File: config.mk
export PLATFORM = sky130hd
export DESIGN_NAME = cmd_assembler
export DESIGN_NICKNAME = d
export VERILOG_FILES = /design/src/rtl/cmd_assembler.sv
export SDC_FILE = /design/constraint.sdc
export NUM_CORES = 1
export LEC_CHECK = 0
export BUFFER_PORTS_ARGS = -buffer_cell sky130_fd_sc_hd__buf_4
export CAP_MARGIN = 20
export CELL_PAD_IN_SITES_DETAIL_PLACEMENT = 1
export CELL_PAD_IN_SITES_GLOBAL_PLACEMENT = 2
export CORE_AREA = 8 8 103 105
export DETAILED_ROUTE_END_ITERATION = 6
export DIE_AREA = 0 0 111 113
export MAX_ROUTING_LAYER = met4
export PLACE_DENSITY = 0.73
export SLEW_MARGIN = 0
export SYNTH_ARGS = -nofsm -noshare
export SYNTH_HDL_FRONTEND = slang
export SYNTH_SLANG_ARGS = --single-unit
File: constraint.sdc
create_clock -name clk -period 2.6 [get_ports clk]
set_input_delay 0.26 -clock clk [delete_from_list [all_inputs] [get_ports clk]]
set_output_delay 0.26 -clock clk [all_outputs]
set_load 0.05 [all_outputs]
File: src/rtl/cmd_assembler.sv
// Assembles 3-byte UART command frames into cmd/data with a ready/clear handshake.
// Also forwards a single-byte response to the UART transmitter.
module cmd_assembler #(
  parameter int unsigned TMO_CYCLES = 1_000_000
) (
  input  logic        clk,
  input  logic        rst_n,
  input  logic        rx_rdy,
  input  logic [7:0]  rx_data,
  output logic        clr_rx_rdy,
  output logic        cmd_rdy,
  output logic [7:0]  cmd,
  output logic [15:0] data,
  input  logic        clr_cmd_rdy,
  input  logic        send_resp,
  input  logic [7:0]  resp,
  output logic        trmt,
  output logic [7:0]  tx_data,
  input  logic        tx_done,
  output logic        resp_sent,
  output logic        frm_err
);

  localparam int unsigned TMO_W = $clog2(TMO_CYCLES + 1);

  typedef enum logic [1:0] {StB0, StB1, StB2} rx_state_e;
  typedef enum logic {StTxIdle, StTxBusy} tx_state_e;

  rx_state_e        rx_state_q, rx_state_d;
  tx_state_e        tx_state_q, tx_state_d;
  logic [7:0]       op_q, op_d, hi_q, hi_d;
  logic [7:0]       cmd_q, cmd_d, tx_data_q, tx_data_d;
  logic [15:0]      data_q, data_d;
  logic             cmd_rdy_q, cmd_rdy_d, frm_err_q, frm_err_d;
  logic             trmt_q, trmt_d, resp_sent_q, resp_sent_d;
  logic [TMO_W-1:0] tmo_cnt_q, tmo_cnt_d;
  logic             accept, tmo_hit;

  // A waiting frame blocks intake; the byte stays pending in the receiver.
  assign accept  = rx_rdy & ~cmd_rdy_q;
  assign tmo_hit = (tmo_cnt_q == TMO_W'(TMO_CYCLES - 1)) & ~accept;

  always_comb begin
    rx_state_d = rx_state_q;
    op_d       = op_q;
    hi_d       = hi_q;
    cmd_d      = cmd_q;
    data_d     = data_q;
    cmd_rdy_d  = cmd_rdy_q;
    frm_err_d  = 1'b0;
    tmo_cnt_d  = tmo_cnt_q + TMO_W'(1);
    if (clr_cmd_rdy) cmd_rdy_d = 1'b0;
    unique case (rx_state_q)
      StB0: begin
        tmo_cnt_d = '0;
        if (accept) begin
          op_d       = rx_data;
          rx_state_d = StB1;
        end
      end
      StB1, StB2: begin
        if (accept) begin
          tmo_cnt_d = '0;
          if (rx_state_q == StB1) begin
            hi_d       = rx_data;
            rx_state_d = StB2;
          end else begin
            cmd_d      = op_q;
            data_d     = {hi_q, rx_data};
            cmd_rdy_d  = 1'b1;
            rx_state_d = StB0;
          end
        end else if (tmo_hit) begin
          tmo_cnt_d  = '0;
          frm_err_d  = 1'b1;
          rx_state_d = StB0;
        end
      end
      default: begin
        tmo_cnt_d  = '0;
        rx_state_d = StB0;
      end
    endcase
  end

  always_comb begin
    tx_state_d  = tx_state_q;
    tx_data_d   = tx_data_q;
    trmt_d      = 1'b0;
    resp_sent_d = 1'b0;
    unique case (tx_state_q)
      StTxIdle: begin
        if (send_resp) begin
          tx_data_d  = resp;
          trmt_d     = 1'b1;
          tx_state_d = StTxBusy;
        end
      end
      StTxBusy: begin
        if (tx_done) begin
          resp_sent_d = 1'b1;
          tx_state_d  = StTxIdle;
        end
      end
      default: tx_state_d = StTxIdle;
    endcase
  end

  always_ff @(posedge clk or negedge rst_n) begin
    if (!rst_n) begin
      rx_state_q  <= StB0;
      tx_state_q  <= StTxIdle;
      op_q        <= '0;
      hi_q        <= '0;
      cmd_q       <= '0;
      data_q      <= '0;
      cmd_rdy_q   <= 1'b0;
      frm_err_q   <= 1'b0;
      tmo_cnt_q   <= '0;
      tx_data_q   <= '0;
      trmt_q      <= 1'b0;
      resp_sent_q <= 1'b0;
    end else begin
      rx_state_q  <= rx_state_d;
      tx_state_q  <= tx_state_d;
      op_q        <= op_d;
      hi_q        <= hi_d;
      cmd_q       <= cmd_d;
      data_q      <= data_d;
      cmd_rdy_q   <= cmd_rdy_d;
      frm_err_q   <= frm_err_d;
      tmo_cnt_q   <= tmo_cnt_d;
      tx_data_q   <= tx_data_d;
      trmt_q      <= trmt_d;
      resp_sent_q <= resp_sent_d;
    end
  end

  assign clr_rx_rdy = accept;
  assign cmd_rdy    = cmd_rdy_q;
  assign cmd        = cmd_q;
  assign data       = data_q;
  assign frm_err    = frm_err_q;
  assign trmt       = trmt_q;
  assign tx_data    = tx_data_q;
  assign resp_sent  = resp_sent_q;

endmodule

Word level (Yosys, flattened, before mapping)
Index checks and enable logic that the tools add are counted.
{ "op_classes": {"addsub": 1, "eq_ne": 5, "n_mux": 21, "bitwise": 6, "n_reduce_logical": 7} }
{ "ops": {"columns": ["op", "count"], "rows": [
  ["2-to-1 mux 20 bit", 3],
  ["adder 20 x 1 -> 20 bit, second input constant", 1],
  ["== test 20 bit, second input constant", 1],
  ["2-to-1 mux 1 bit", 12],
  ["2-to-1 mux 2 bit", 4],
  ["AND reduction 2 bit", 3],
  ["AND reduction 3 bit", 2],
  ["NOT 1 bit", 4],
  ["one-hot mux 2 bit (2 select lines)", 1],
  ["inequality test 3 bit, second input constant", 1],
  ["AND 1 bit", 2],
  ["== test 2 x 1 -> 1 bit, second input constant", 1],
  ["== test 2 bit, second input constant", 1],
  ["logical NOT 2 bit", 1],
  ["inequality test 2 bit, second input constant", 1],
  ["one-hot mux 1 bit (2 select lines)", 1],
  ["OR reduction 2 bit", 1]
]} }
{ "totals": {"regBits": 75, "input_bits": 22, "output_inout_bits": 37, "elab_cells": 52} }

Longest topological paths before layout
{ "depth": {"depth_word": 7, "mapped_depth": 6, "ltp_nobuf": 5} }

Least setup slack after synthesis
Ideal clock, no wire load.
{ "synth_timing": {"path_kind": "register -> register", "start": "register cmd_rdy_q (netlist: cmd_rdy)", "end": "register data_q[0] (netlist: data[0])", "setup_ps": 125, "arrival_time_ps": 1932, "setup_slack_ps": 543, "stages_incl_launch_ff": 5, "n_path_buf": 1, "path_cell_list": "dfrtp_1 -> nand2b_1 -> nor3b_2 -> clkbuf_1 -> mux2_2"} }
{ "synth_via": {"elab_chain_len": 3} }
{ "synth_rtl": {"columns": ["item", "line", "text"], "rows": [
  ["from (decl)", "34", "logic cmd_rdy_q, cmd_rdy_d, frm_err_q, frm_err_d;"],
  ["from (signal assigned)", "130", "cmd_rdy_q <= cmd_rdy_d;"],
  ["NOT 1 bit", "40", "assign accept = rx_rdy & ~cmd_rdy_q;"],
  ["AND 1 bit", "40", null],
  ["AND reduction 3 bit (no line)", null, null],
  ["to (signal assigned)", "129", "data_q <= data_d;"],
  ["to (decl)", "33", "logic [15:0] data_q, data_d;"]
]} }
Every way passes these cells.
A chain may end at the register's enable or synchronous reset.

Worst setup path in the final report
{ "layout_timing": {"start": "register tmo_cnt_q[0]", "end": "register tmo_cnt_q[18]"} }
{ "layout_via": {"elab_chain_len": 5, "word_cells_on_any_way": 6, "cone_classes": "1 x add/sub; 1 x eq/ne; 3 x mux; 1 x bitwise"} }
{ "layout_rtl": {"columns": ["item", "line", "text"], "rows": [
  ["from (decl)", "36", "logic [TMO_W-1:0] tmo_cnt_q, tmo_cnt_d;"],
  ["from (signal assigned)", "132", "tmo_cnt_q <= tmo_cnt_d;"],
  ["parallel branches: the longest is 2 deep, another holds adder 20 x 1 -> 20 bit", null, null],
  ["2-to-1 mux 20 bit (*)", "73", "end else if (tmo_hit) begin"],
  ["2-to-1 mux 20 bit (*)", "62", "if (accept) begin"],
  ["2-to-1 mux 20 bit (*)", "53", "unique case (rx_state_q)"],
  ["named net tmo_cnt_d[18]", "36", null]
]} }
Mark *: on every way through the listed nets, which the timed path passes.

==> impl_metrics.tcl <==
set metrics [dict create \
    detail_route.drc_violations 0 \
    fillCellCount 947 \
    critical_path.startpoint_type "register" \
    track_usage_pct 11.4 \
    via_count 1984 \
    setup_viol_count_final 0 \
    drtAntennaViolNets 0 \
    cts-resized-gates 0 \
    via_per_inst 4.82 \
    max_clock_freq_ghz 0.465 \
    cts-root-to-sink-buffers 2 \
    grt_pass1_wl_um 11300 \
    report.final.slew_viol_count 0 \
    synth-seq-area-share_pct 61.2 \
    cp_data_required_time_ns 2.87 \
    rsz_0062_raised_after_global_routing "no" \
    cts.hold.buffers_added 0 \
    synth_cells 231 \
    rr_startpoint "tmo_cnt_q[0]" \
    max-vdd-ir-drop_mv 0.610 \
    final.min_clock_period_ns 2.15 \
    yosysWarningCount 0 \
    synthToLayoutAreaGrowth_pct 26.4 \
    setup_tns_ns 0 \
    crit_type "register to register" \
    syn_nets 256 \
    total_leakage_power_nw 1.71 \
    clk_pin_slew_worst_paths_ns 0.08 \
    post_drt_wl_per_cell_um 15.8 \
    die_area_um2 12500 \
    gr-total-overflow 0 \
    placement.setup.worst_slack_ns 0.464 \
    synth.ff_latch_count 75 \
    timing_worst_slew_pin_value_ns 0.958 \
    postLayoutCoreUtil_pct 43.1 \
    postSynthAreaPerCell_um2 13.3 \
    grt_start_max_net_pins 76 \
    dp.final_hpwl_um 4500 \
    netlist-cell-type-count 34 \
    port_buffers 58 \
    finalPower_mw 4.90 \
    post_route_cells_drive_above_1_share_pct 43.9 \
    reg2reg_setup_slack_ns 0.45 \
    hold_path_class "input pin to asynchronous set/reset pin" \
    ios 59 \
    cp_data_arrival_time_ns 2.43 \
    fin_hold_ws_ns 0.0380 \
    worstSkewPairLatency_ns 0.35 \
    min_period_over_period_pct 82.8 \
    core.rowCount 35 \
    core_area_um2 8980 \
    outcome "finished clean" \
    crit_path_end_kind "register" \
    worst_relative_slew_slack_pct 36.1 \
    sequential_cell_area_um2 1880 \
    cts_tree "done" \
    final_nets 321 \
    final-hold-violation-count 0 \
    die_width_um 111 \
    fin_skew_ns 0.0135 \
    postCtsSetupRepairBufs 0 \
    clock_sink_count 75 \
    initial_utilization_pct 34.1 \
    grt_pass1_vias 2238 \
    number_of_optimization_iterations_in_the_first_detailed_route_pass 4 \
    post-route-worst-setup-slack_ns 0.448 \
    worst_path_maximum_fanout 7 \
    die_ht_um 113 \
    pwrdens_nw_per_um2 1260 \
    drv_cap 0 \
    grt_antenna_before_repair 0 \
    multi_input_area_um2 1130 \
    final_wtd_congestion 0.709 \
    diodes 0 \
    htree_num_levels 3 \
    cts_inserted_buffers 9 \
    clockRootBuffer "sky130_fd_sc_hd__clkbuf_8" \
    route.final.wire_length_um 6500 \
    drt_iter0_markers 52 \
    worstSetupStartpoint "tmo_cnt_q[0]" \
    area_of_the_mapped_netlist_um2 3070 \
]
cell families (layout without fill, tap and decap cells):
group                    Yosys count  count (layout)  share of synthesized area [%]
adder cells (fa/ha/maj)            3               3                           1.22
buffers and inverters             16              86                           2.08
AO/OA/AOI/OAI                     19              19                           3.71
multiplexers                      48              48                           17.6
XOR/XNOR                          11              11                           3.14
AND/OR/NAND/NOR                   59              59                           11.0
flip-flops                        75              75                           61.2
routing by layer:
metal,up-vias,part of all wire (%),track usage [%]
met3,10,3.3,2.12
met4,0,2.4,6.76
met2,37,47,17.2
li1,940,-,-
met5,-,0,-
met1,997,47,14.0
per-stage QoR:
| step | instance area, µm² | std cells |
|---|---|---|
| floorplan | 3070 | 231 |
| global placement | 3640 | 396 |
| detailed placement | 3640 | 396 |
| CTS | 3870 | 412 |
| global route | 3870 | 412 |
| finish | 3870 | 412 |
path summary, 6_finish.rpt:
path,to,cells after the start
setup / recovery,tmo_cnt_q[18],5
hold / removal,tmo_cnt_q[16],1
setup reg to reg,tmo_cnt_q[18],5
hold reg to reg,tmo_cnt_q[0],1
max in group asynchronous,tmo_cnt_q[0],1
min in group clk,tx_state_q,3
worst max-delay path: stages (launching register included):
cell and delay, ns:
sky130_fd_sc_hd__dfrtp_1 0.39, sky130_fd_sc_hd__ha_1 0.27, sky130_fd_sc_hd__nand2_4 0.09, sky130_fd_sc_hd__or4_1 0.67
sky130_fd_sc_hd__or4_4 0.53, sky130_fd_sc_hd__a21oi_2 0.14
cell usage after synthesis (all sizes together):
| cell | count | share of area, % |
|---|---|---|
| o21bai | 1 | 0.24 |
| clkbuf | 4 | 0.49 |
| nand3 | 8 | 1.7 |
| inv | 9 | 1.1 |
| dfrtp | 75 | 61 |
| nor3b | 1 | 0.41 |
| nor4 | 2 | 0.41 |
| nor3 | 5 | 0.82 |
| o31ai | 3 | 0.73 |
| xnor2 | 9 | 2.6 |
| nand2 | 8 | 1.2 |
| ha | 3 | 1.2 |
| a21oi | 7 | 1.3 |
| or4 | 6 | 1.6 |
| nor2 | 17 | 2.1 |
| nor2b | 1 | 0.20 |
| nand4 | 3 | 0.82 |
| or3 | 4 | 0.82 |
| nand2b | 1 | 0.20 |
| o21ai | 6 | 0.98 |
| and2 | 1 | 0.20 |
| mux2 | 48 | 18 |
| a21o | 1 | 0.24 |
| o211ai | 1 | 0.24 |
| and3 | 1 | 0.20 |
| buf | 3 | 0.49 |
| xor2 | 2 | 0.57 |
| nand3b | 1 | 0.24 |
cells in the final DEF, fill, tap and decap left out, types with 4 or more instances in the layout:
master / count
sky130_fd_sc_hd__nand2_1: 7
sky130_fd_sc_hd__nor3_1: 5
sky130_fd_sc_hd__o21ai_0: 6
sky130_fd_sc_hd__or3_1: 4
sky130_fd_sc_hd__nor2_1: 17
sky130_fd_sc_hd__or4_1: 4
sky130_fd_sc_hd__clkbuf_8: 10
sky130_fd_sc_hd__mux2_2: 48
sky130_fd_sc_hd__a21oi_1: 6
sky130_fd_sc_hd__inv_1: 9
sky130_fd_sc_hd__xnor2_1: 9
sky130_fd_sc_hd__nand3_1: 7
sky130_fd_sc_hd__buf_4: 61
sky130_fd_sc_hd__dfrtp_1: 75
power breakdown:
| group | leakage, nW | switching (mW) | internal [mW] | total (mW) |
|---|---|---|---|---|
| registers | 0.936 | 0.200 | 1.56 | 1.76 |
| clock network | 0.119 | 0.466 | 0.579 | 1.04 |
| logic | 0.653 | 1.31 | 0.786 | 2.09 |
area by class of cell:
class,instances,share of cell area [%]
clock buffers,10,3.55
clock inverters,6,2.52
inverters,9,0.872
multi-input cells,140,29.2
flip-flops and latches,75,48.4
well taps,111,3.59
repair buffers,61,11.8
state kept, by name, indices dropped and copies added, names as in the netlist:
name	flops
tmo_cnt_q	20
hi_q	8
tx_data	8
data	16
resp_sent	1
frm_err	1
rx_state_q	2
tx_state_q	1
cmd	8
cmd_rdy	1
op_q	8
trmt	1
Power figures use the tool's default switching activity.
